[src/rtl/instruction_fetch.sv]
// Fetch stage: owns the PC, drives the instruction memory address and buffers
// {pc, instruction} pairs toward decode through a small FIFO. It also handles
// redirects, halts and misaligned or out-of-range fetch faults.
module instruction_fetch #(
  parameter logic [31:0] RESET_PC   = 32'h0000_0000,
  parameter int unsigned IMEM_BYTES = 24,
  parameter int unsigned FIFO_DEPTH = 2
) (
  input  logic        clk_i,
  input  logic        rst_ni,
  output logic [31:0] imem_addr_o,
  input  logic [31:0] imem_instr_i,
  input  logic        redirect_i,
  input  logic [31:0] redirect_pc_i,
  input  logic        halt_i,
  output logic        valid_o,
  input  logic        ready_i,
  output logic [31:0] instr_o,
  output logic [31:0] pc_o,
  output logic        fault_o,
  output logic [31:0] fault_pc_o
);

  localparam int unsigned PTR_W = $clog2(FIFO_DEPTH);
  localparam int unsigned CNT_W = $clog2(FIFO_DEPTH + 1);

  typedef enum logic {
    ST_RUN,
    ST_FAULT
  } state_t;

  state_t             r_state;
  state_t             w_state_nxt;
  logic [31:0]        r_pc;
  logic [31:0]        r_fault_pc;
  logic [31:0]        r_fifo_pc    [FIFO_DEPTH];
  logic [31:0]        r_fifo_instr [FIFO_DEPTH];
  logic [PTR_W-1:0]   r_rd_ptr;
  logic [PTR_W-1:0]   r_wr_ptr;
  logic [CNT_W-1:0]   r_count;
  logic [31:0]        r_last_pc;
  logic [31:0]        r_last_instr;

  logic               w_empty;
  logic               w_full;
  logic               w_aligned;
  logic               w_in_range;
  logic               w_try;
  logic               w_fault_det;
  logic               w_push;
  logic               w_pop;

  // 33-bit sum keeps pc + 3 from wrapping into an apparently in-range value.
  assign w_in_range  = ({1'b0, r_pc} + 33'd3) < 33'(IMEM_BYTES);
  assign w_aligned   = (r_pc[1:0] == 2'b00);
  assign w_empty     = (r_count == '0);
  assign w_full      = (r_count == CNT_W'(FIFO_DEPTH));
  assign w_pop       = !w_empty && ready_i && !redirect_i;
  assign w_try       = (r_state == ST_RUN) && !redirect_i && !halt_i;
  assign w_fault_det = w_try && !(w_aligned && w_in_range);
  assign w_push      = w_try && w_aligned && w_in_range && (!w_full || w_pop);

  assign imem_addr_o = r_pc;
  assign valid_o     = !w_empty;
  assign fault_o     = (r_state == ST_FAULT);
  assign fault_pc_o  = r_fault_pc;
  // Once drained, decode keeps seeing the last head that was presented.
  assign pc_o        = w_empty ? r_last_pc    : r_fifo_pc[r_rd_ptr];
  assign instr_o     = w_empty ? r_last_instr : r_fifo_instr[r_rd_ptr];

  // FSM state register
  always_ff @(posedge clk_i or negedge rst_ni) begin
    if (!rst_ni) r_state <= ST_RUN;
    else         r_state <= w_state_nxt;
  end

  // FSM next state: redirect always returns to RUN, a bad fetch parks in FAULT
  always_comb begin
    w_state_nxt = r_state;
    if (redirect_i)       w_state_nxt = ST_RUN;
    else if (w_fault_det) w_state_nxt = ST_FAULT;
  end

  // Program counter and faulting PC capture
  always_ff @(posedge clk_i or negedge rst_ni) begin
    if (!rst_ni) begin
      r_pc       <= RESET_PC;
      r_fault_pc <= '0;
    end else begin
      if (redirect_i)  r_pc <= redirect_pc_i;
      else if (w_push) r_pc <= r_pc + 32'd4;
      if (w_fault_det) r_fault_pc <= r_pc;
    end
  end

  // FIFO pointers and occupancy; a redirect flushes everything
  always_ff @(posedge clk_i or negedge rst_ni) begin
    if (!rst_ni) begin
      r_rd_ptr <= '0;
      r_wr_ptr <= '0;
      r_count  <= '0;
    end else if (redirect_i) begin
      r_rd_ptr <= '0;
      r_wr_ptr <= '0;
      r_count  <= '0;
    end else begin
      if (w_push) r_wr_ptr <= r_wr_ptr + PTR_W'(1);
      if (w_pop)  r_rd_ptr <= r_rd_ptr + PTR_W'(1);
      if (w_push && !w_pop)      r_count <= r_count + CNT_W'(1);
      else if (w_pop && !w_push) r_count <= r_count - CNT_W'(1);
    end
  end

  // FIFO storage write
  always_ff @(posedge clk_i) begin
    if (w_push) begin
      r_fifo_pc[r_wr_ptr]    <= r_pc;
      r_fifo_instr[r_wr_ptr] <= imem_instr_i;
    end
  end

  // Remember the presented head so outputs hold when the FIFO runs dry
  always_ff @(posedge clk_i or negedge rst_ni) begin
    if (!rst_ni) begin
      r_last_pc    <= '0;
      r_last_instr <= '0;
    end else if (!w_empty) begin
      r_last_pc    <= r_fifo_pc[r_rd_ptr];
      r_last_instr <= r_fifo_instr[r_rd_ptr];
    end
  end

endmodule

[config.mk]
export PLATFORM = sky130hd
export DESIGN_NAME = instruction_fetch
export DESIGN_NICKNAME = d
export VERILOG_FILES = /design/src/rtl/instruction_fetch.sv
export SDC_FILE = /design/constraint.sdc
export NUM_CORES = 1
export LEC_CHECK = 0
export ABC_AREA = 1
export CAP_MARGIN = 20
export CORE_MARGIN = 2
export CORE_UTILIZATION = 47
export CTS_BUF_LIST = sky130_fd_sc_hd__clkbuf_16
export DETAILED_ROUTE_END_ITERATION = 10
export PLACE_DENSITY = 0.76
export SYNTH_ARGS = -nofsm -noshare
export SYNTH_HDL_FRONTEND = slang
export SYNTH_SLANG_ARGS = --single-unit
[constraint.sdc]
create_clock -name clk_i -period 4.6 [get_ports clk_i]
set_input_delay 0.92 -clock clk_i [delete_from_list [all_inputs] [get_ports clk_i]]
set_output_delay 0.92 -clock clk_i [all_outputs]
set_load 0.005 [all_outputs]
* Yosys cells after proc, flatten, opt, wreduce, memory -nomap -nowiden
Memories as Yosys holds them, arrays and structs flattened.
Index checks and enable logic that the tools add are counted.
** Operators by class
- $add $sub $neg :: 6
- Muxes and demuxes :: 15
- Multiply operators :: 0
- Bitwise logic cells :: 1
- Magnitude comparators :: 1
- Shift-type cells :: 0
- Divide/modulo/power cells :: 0
- Eq/ne operators :: 1
- Reduce and logical (&&, ||, !) cells :: 25
** Operators with widths (count)
- $mux W32 :: 4
- $add A32 B2 Y33 const B :: 1
- $lt A33 B5 Y1 const B :: 1
- $add A32 B3 Y32 const B :: 1
- $logic_and A1 B1 Y1 :: 11
- $mux W1 :: 8
- $logic_not A1 Y1 :: 7
- $mux W2 :: 3
- $reduce_bool A2 Y1 :: 3
- $logic_not A2 Y1 :: 2
- $reduce_bool A3 Y1 :: 1
- $add A1 B1 Y1 const B :: 2
- $add A2 B1 Y2 const B :: 1
- $eq A2 B2 Y1 const B :: 1
- $sub A2 B1 Y2 const B :: 1
- $logic_or A1 B1 Y1 :: 1
- $not A1 Y1 :: 1
** Storage, ports and cells
- Register bits :: 133
- Logic and storage cells :: 59
- Bits of input ports :: 69
- Memory bits (read-only) :: 0
- Bits in writable memories :: 128
- Bits in latches :: 0
- Memories :: 2
** Memories
- r_fifo_instr :: depth 2, bits a word 32, read ports 1, clocked after memory_dff 0, wr ports 1, line 37 : logic [31:0] r_fifo_instr [FIFO_DEPTH];
- r_fifo_pc :: depth 2, bits a word 32, read ports 1, clocked after memory_dff 0, wr ports 1, line 36 : logic [31:0] r_fifo_pc [FIFO_DEPTH];

* Depth between registers and ports, before layout
- Depth in word-level cells :: 11
- Depth in mapped cells :: 17
- Depth with buffers taken out :: 17

* Least setup slack after synthesis
Ideal clock, no wire load.
- Path kind :: in2reg
- Start point :: in ready_i
- End point :: mem r_fifo_instr[1][0], enable pin
- Slack :: -0.478 ns
- Required time :: 4.113 ns
- Library setup time :: 0.487 ns
- Arrival time :: 4.592 ns
- Stages :: 6
- Buffers on the path :: 0
- Cell sequence :: inv_1 > nor2_1 > inv_1 > a2111oi_1 > nand3_4 > nor2_1
** On the way
- Longest elaborated chain between the ends :: 6
** Ends and longest elaborated chain
- start, declared :: line 17 : input logic ready_i,
- $logic_and A1 B1 Y1 (2 in series) :: line 58 : assign w_pop = !w_empty && ready_i && !redirect_i;
- $logic_or A1 B1 Y1 :: line 61 : assign w_push = w_try && w_aligned && w_in_range && (!w_full || w_pop);
- $logic_and A1 B1 Y1 :: line 61
- $mux W1 :: line 116 : if (w_push) begin
- $mux W1 (not written as such) :: line 118 : r_fifo_instr[r_wr_ptr] <= imem_instr_i;
- end, declared :: line 37
No other way between the ends.

* Final worst setup path
- Start point :: reg r_count[0]
- End point :: out instr_o[9]
** On the way
- Longest elaborated chain between the ends :: 2
** Ends and longest elaborated chain
- start, declared :: line 40 : logic [CNT_W-1:0] r_count;
- start signal, assigned :: line 109 : if (w_push && !w_pop) r_count <= r_count + CNT_W'(1);
- start signal, assigned :: line 110 : else if (w_pop && !w_push) r_count <= r_count - CNT_W'(1);
- $logic_not A2 Y1 :: line 56 : assign w_empty = (r_count == '0);
- $mux W32
- end, declared :: line 18 : output logic [31:0] instr_o,
No other way between the ends.

==> flow_metrics.py <==
metrics = {
    "sta": {
        "tns_ns": 0,
        "fmax_ghz": 0.258,
        "max-slew-margin-rel_pct": 39.9,
        "post-route-period-util_pct": 84.2,
        "clock_skew_ns": 0.0124,
        "final-setup-viol-count": 0,
        "fin_crit_ns": 3.87,
        "worst_pin_slew_ns": 0.902,
        "hold_viol": 0,
        "rsz0062_at_grt": "no",
        "slew_violations": 0,
    },
    "finish": {
        "fillers": 1800,
        "final_core_util_pct": 62.2,
        "antenna_cells": 0,
        "fin_cells": 1483,
        "nNetsFinal": 1253,
        "design_area_um2": 13500,
        "syn2layout_area_growth_pct": 30.5,
        "drive_gt1_share_pct": 6.07,
    },
    "pwr": {
        "power.total_w": 0.00819,
        "peakVddDrop_mv": 0.392,
        "combPwrFrac_pct": 35.5,
        "p_clk_share_pct": 27.2,
        "power_switching_w": 0.00255,
        "p_sw_share_pct": 31.1,
        "seqPwrFrac_pct": 37.3,
        "internal-power_w": 0.00564,
        "power.density_nw_per_um2": 605,
        "p_leak_nw": 5.50,
    },
    "global_route": {
        "grt_max_degree": 93,
        "grt_pass1_vias": 7778,
        "antenna_found_initial": 0,
        "track_usage_pct": 22.1,
        "overflow": 0,
        "grt_pass1_wl_um": 41500,
    },
    "critical_path": {
        "cp.required_ns": 3.68,
        "startpoint_type": "flop",
        "reg2reg_from": "imem_addr_o[3]",
        "cp_max_fo": 35,
        "end_kind": "primary output",
        "cp.arrival_ns": 2.95,
        "critPathKind": "flop to primary output",
        "rr_worst_depth": 16,
        "rr_endpoint": "r_fifo_instr[0][4]",
        "r2r_slack_ns": 1.46,
    },
    "logic_synthesis": {
        "synth-compound-area-share_pct": 9.76,
        "muxShareOfSynthArea_pct": 0,
        "synth_top_family_by_area": "simple AND/OR/NAND/NOR gates",
        "synthSimpleGateAreaFrac_pct": 16.7,
        "synth_fa_ha_area_share_pct": 0.121,
        "synth.distinct_cells": 30,
        "ys_seq_area_share_pct": 69.1,
        "syn_area_per_cell_um2": 10.5,
        "synth-seq-cells": 261,
        "syn_area_um2": 10400,
        "ys_warn_count": 0,
        "synthCells": 987,
        "synth_fp_nets": 1057,
        "synthXorXnorAreaFrac_pct": 0.506,
    },
    "routing": {
        "drt_wl_total_um": 25800,
        "viasPerCell": 5.15,
        "met3WireLength_um": 1710,
        "routedWlPerCell_um": 17.4,
        "vias": 7636,
        "routed.top_layer": "met4",
        "postRouteAntennaNets": 0,
        "drc_errors": 0,
        "drt_pre_antenna_iters": 7,
        "drt_iter0_drc": 547,
        "wl_met1_um": 11100,
        "wl_met2_um": 12300,
    },
    "clock_tree": {
        "cts_tree": "yes",
        "ctsHoldBuffers": 0,
        "cts.clk_slew.worst_paths_ns": 0.06,
        "clock-root-buffer": "clkbuf_16",
        "clock_sinks": 261,
        "ctsResizeCount": 0,
        "numCtsBuffers": 27,
        "cts_max_level": 1,
        "clock_latency_ns": 0.52,
        "post_cts_buffers": 0,
        "clockBufferDepth": 3,
    },
    "die": {
        "io_pins": 199,
        "die_width_um": 153,
        "rows": 54,
        "start_util_pct": 47.7,
        "die_h_um": 153,
        "dieArea_um2": 23300,
        "core-area_um2": 21800,
    },
    "placed_design": {
        "place_congestion": 0.925,
        "post-place-cells": 1434,
        "dpl-instance-area_um2": 12600,
        "dp_hpwl_um": 16800,
        "portBuffers": 198,
    },
    "flow_run": {
        "maxCapViolations": 0,
    },
    "worst_hold_path": {
        "hp-class": "input pin to async pin",
    },
    "run_status": {
        "outcome": "complete, no violations",
    },
}
## stage by stage
step,worst slack [ns],hold WS (ns)
global placement,1.23,0.460
CTS,0.708,0.481
finish,0.728,0.475
global route,0.589,0.501
detailed placement,1.15,0.462
floorplan,0.600,0.465
## per-layer routing
metal / vias to the layer above / GRT usage [%]
met4: 0 / 6.53
met2: 262 / 36.1
met3: 58 / 3.50
li1: 3690 / -
met1: 3626 / 30.8
met5: - / 0
## cells by family (layout without fill, tap and decap cells)
kind of cell	after synthesis	count (layout)
AO/OA/AOI/OAI	200	200
XOR/XNOR	6	6
adder cells (fa/ha/maj)	1	1
buffers and inverters	92	308
flip-flops	261	261
AND/OR/NAND/NOR	427	427
## critical path, stage by stage (launching register included)
cell and delay, ns:
dfrtp_1 0.46, nor2_4 0.08, inv_2 0.50, buf_4 0.45, nor2_1 0.10, a21oi_1 0.26, clkdlybuf4s50_1 0.56
## placed cells by master, fill, tap and decap left out, drive strengths merged, types with 27 or more instances in the layout
| cell | instances |
|---|---|
| inv | 57 |
| nand3 | 30 |
| nand2 | 232 |
| edfxtp | 128 |
| dfrtp | 133 |
| o21ai | 53 |
| clkbuf | 27 |
| nor2 | 159 |
| a21oi | 144 |
| clkdlybuf4s50 | 197 |
## power by group through the flow
| stage | clock, W | sequential, W | combinational (W) |
|---|---|---|---|
| 2_1_floorplan | 0 | 0.00304 | 0.00128 |
| 3_3_place_gp | 0 | 0.00309 | 0.00285 |
| 3_5_place_dp | 0 | 0.00310 | 0.00290 |
| 4_1_cts | 0.00226 | 0.00306 | 0.00293 |
| 5_1_grt | 0.00236 | 0.00310 | 0.00319 |
| 6_report | 0.00223 | 0.00306 | 0.00290 |
## cells in the mapped netlist
library cell,number,area share (%)
clkbuf_1,29,1.0
edfxtp_1,128,37
buf_4,2,0.14
nand3_2,1,0.096
dfrtp_1,133,32
nor2_4,5,0.54
xor2_1,5,0.42
nand2_4,2,0.22
nand3_1,28,1.4
nand3b_1,1,0.072
nand2_2,1,0.060
buf_1,5,0.18
o22ai_1,2,0.12
inv_1,49,1.8
buf_6,5,0.54
clkinv_1,1,0.036
nor3_1,4,0.19
xnor2_1,1,0.084
ha_1,1,0.12
nor2_1,149,5.4
nand4_1,1,0.060
nand2_1,229,8.3
a2111oi_1,1,0.096
o21ai_2,1,0.084
a21oi_1,144,6.9
o21ai_1,39,1.9
o21ai_0,13,0.63
nand3_4,1,0.17
inv_2,1,0.036
nor2_2,5,0.30
## worst max path at each step
stage                     startpoint                  to  slack [ns]
final                     r_count[0]          instr_o[9]        0.73
after global routing      r_count[0]         instr_o[17]        0.59
after CTS                 r_count[0]          instr_o[9]        0.71
after detailed placement     ready_i  r_fifo_instr[0][7]        1.15
after global placement       ready_i  r_fifo_instr[0][0]        1.23
after floorplan              ready_i  r_fifo_instr[1][0]        0.60
## registers in the layout, indices dropped and copies added (netlist names), 2 cells and up
register,flops
r_last_pc,32
r_last_instr,32
r_fifo_pc,64
r_fifo_instr,64
r_count,2
fault_pc_o,32
imem_addr_o,32
## final cells by class
class	instances	area (um2)	area share, %
Clock buffer	27	676	4.99
Clock inverter	22	235	1.74
Inverter	51	191	1.41
Multi-Input combinational cell	634	2830	20.9
Sequential cell	261	7170	53.0
Tap cell	280	350	2.59
Timing Repair Buffer	208	2080	15.4
Power figures use the tool's default switching activity.
==> edit, RTL diff (config.mk and constraints unchanged) <==
`FIFO_DEPTH`: 2 -> 4.
--- a/src/rtl/instruction_fetch.sv
+++ b/src/rtl/instruction_fetch.sv
@@ -5,5 +5,5 @@
   parameter logic [31:0] RESET_PC   = 32'h0000_0000,
   parameter int unsigned IMEM_BYTES = 24,
-  parameter int unsigned FIFO_DEPTH = 2
+  parameter int unsigned FIFO_DEPTH = 4
 ) (
   input  logic        clk_i,
Function: changed (a bounded check fails within 4 cycles, from zero or initial values and one cycle with rst_ni low).
==> edit against the original RTL <==
- setup slack got worse by 0.46 ns
- sequential cell count increased by 131
- largest cell class unchanged
- sequential share of layout area rose by 2.5 points
- total power decreased by 4.5%
- via count up 54%
- critical path depth did not move
- critical endpoint is now pc_o[24]
- non-clock buffer count increased by 15
- sequential power up 30%
- synthesized area is 56% higher
- hold slack worse by 0.068 ns
- count of clock-buffer cells in the layout grew 16
- cell area rose by 48%
- routed wire length is 62% higher
- final cell count up 49%
==> edit: results (changes against the original RTL) <==
{| class="wikitable"
! Metric !! Value
|-
| Largest driver fanout on the critical path || 33 (-5.7%)
|-
| Wire length of the first global-routing pass || 64800 µm (+56%)
|-
| Total leakage power || 7.77 nW (+41%)
|-
| Fin nets || 1801 (+44%)
|-
| Maximum number of pins on one net before global-route repair || 130 (+40%)
|-
| Sequential share of the synthesized area || 68.6% (-0.56 points)
|-
| R2R Setup Slk || 0.89 ns (-0.57 ns)
|-
| H-Tree Level Count || 2 (+1)
|-
| Endpoint of the worst register-to-register path || r_fifo_instr[1][25]
|-
| Most used flip-flop cell after synthesis || sky130_fd_sc_hd__edfxtp_1
|-
| Clk slew on worst S/H paths || approximately 0.070 ns
|-
| Vias || 11783 (+54%)
|-
| Hold Worst Slack || 0.407 ns (-0.0678 ns)
|-
| Clock latency on the worst-skew pair || 0.55 ns (+0.03 ns)
|-
| First-iteration detailed-routing DRC count || 866 (+58%)
|-
| Max-Slew Margin vs Limit || 46.6% (+6.7 points)
|-
| Worst reg2reg path depth || 13 (-3)
|-
| Placement-stage worst setup slack || 0.803 ns (-0.344 ns)
|-
| Commonest cells in the netlist || 417 x sky130_fd_sc_hd__nor2_1, 256 x sky130_fd_sc_hd__edfxtp_1, 216 x sky130_fd_sc_hd__nand2_1
|-
| Count of antenna diodes in the layout || 0 (unchanged)
|-
| Post-Route Skew || 0.0331 ns (+0.0208 ns)
|-
| Nets in the synthesized netlist || 1608 (+52%)
|-
| Run status || completed
|-
| Peak supply drop || 0.000287 V (-27%)
|-
| GRT Total Usage || 23.4% (+1.3 points)
|-
| Cell types with the largest area share after synthesis || sky130_fd_sc_hd__edfxtp_1 48%, sky130_fd_sc_hd__dfrtp_1 21%, sky130_fd_sc_hd__nor2_1 9.7%
|-
| Asr flop ratio synth || 34.7% (-16 points)
|-
| Placed instance area || 18700 µm² (+48%)
|-
| Fraction of layout cells with a size suffix above 1 || 8.02% (+1.9 points)
|-
| Final Wtd Congestion || 0.944 (+2.0%)
|-
| Top Registers || r_fifo_instr (128), r_fifo_pc (128)
|-
| Number of flops mapped to enable cells by yosys || 256 (+100%)
|-
| Critical path origin || r_rd_ptr[1]
|-
| Unique masters post-synth || 33 (+10%)
|-
| Final wirelength || 41900 µm (+62%)
|-
| Buffers added on ports || 198 (unchanged)
|-
| Total half-perimeter wirelength after legalization and detailed placement || 26400 µm (+57%)
|-
| Clock buffers created by TritonCTS || 41 (+52%)
|-
| Worst flop-to-flop path startpoint || imem_addr_o[18]
|-
| Detailed-routing iteration count for the pre-antenna-repair pass || 5 (-2)
|-
| Via count of the first global-routing pass || 11795 (+52%)
|-
| Arrival time reported for the critical path endpoint || 3.42 ns (+0.47 ns)
|}
==> edit: area by class of cell <==
cell class              instances  area (µm²)
clock inverters                33         250
multi-input cells             996        4520
well taps                     448         561
repair buffers                223        2230
inverters                      72         274
fillers                      2775       13700
clock buffers                  43        1080
flip-flops and latches        392       11100
==> edit: logic make-up after synthesis <==
kind of cell | share of synthesized area, %
simple gates | 17.8
fa+ha+maj | 0.510
flops | 68.6
compound gates | 9.25
buf+inv | 3.74
xor+xnor | 0.162
==> edit: routing by layer <==
metal | part of all wire (%) | up-vias | global-route usage, %
met5 | 0 | - | 0
met4 | 2.7 | 0 | 7.72
met3 | 7.0 | 84 | 3.54
met2 | 47 | 452 | 38.3
met1 | 44 | 5651 | 32.2
li1 | - | 5596 | -
==> edit: worst max-delay path by stage <==
stage / end / depth (start not counted) / slack (ns)
after floorplan: r_fifo_instr[0][0] / 14 / -0.44
final: pc_o[24] / 6 / 0.26
after CTS: pc_o[24] / 6 / 0.28
after detailed placement: r_fifo_instr[1][25] / 9 / 0.80
after global placement: r_fifo_instr[1][18] / 10 / 0.84
after global routing: instr_o[12] / 6 / 0.1
==> edit: worst max-delay path: stages, from the launching register on <==
cell and delay, ns:
sky130_fd_sc_hd__dfrtp_2 0.81, sky130_fd_sc_hd__inv_2 0.51, sky130_fd_sc_hd__buf_4 0.37, sky130_fd_sc_hd__nor2_1 0.15, sky130_fd_sc_hd__o21ai_0 0.11, sky130_fd_sc_hd__a31oi_1 0.34
sky130_fd_sc_hd__clkdlybuf4s50_1 0.58
==> edit: per-stage QoR <==
stage	instances	utilization, %
global placement	2131	55.4
global route	2207	59.4
floorplan	1533	-
finish	2207	59.4
CTS	2207	59.4
detailed placement	2131	55.4
==> edit: report_power, final <==
group | internal [mW] | switching [mW]
registers | 3.86 | 0.132
clock network | 1.91 | 1.34
logic | 0.281 | 0.291
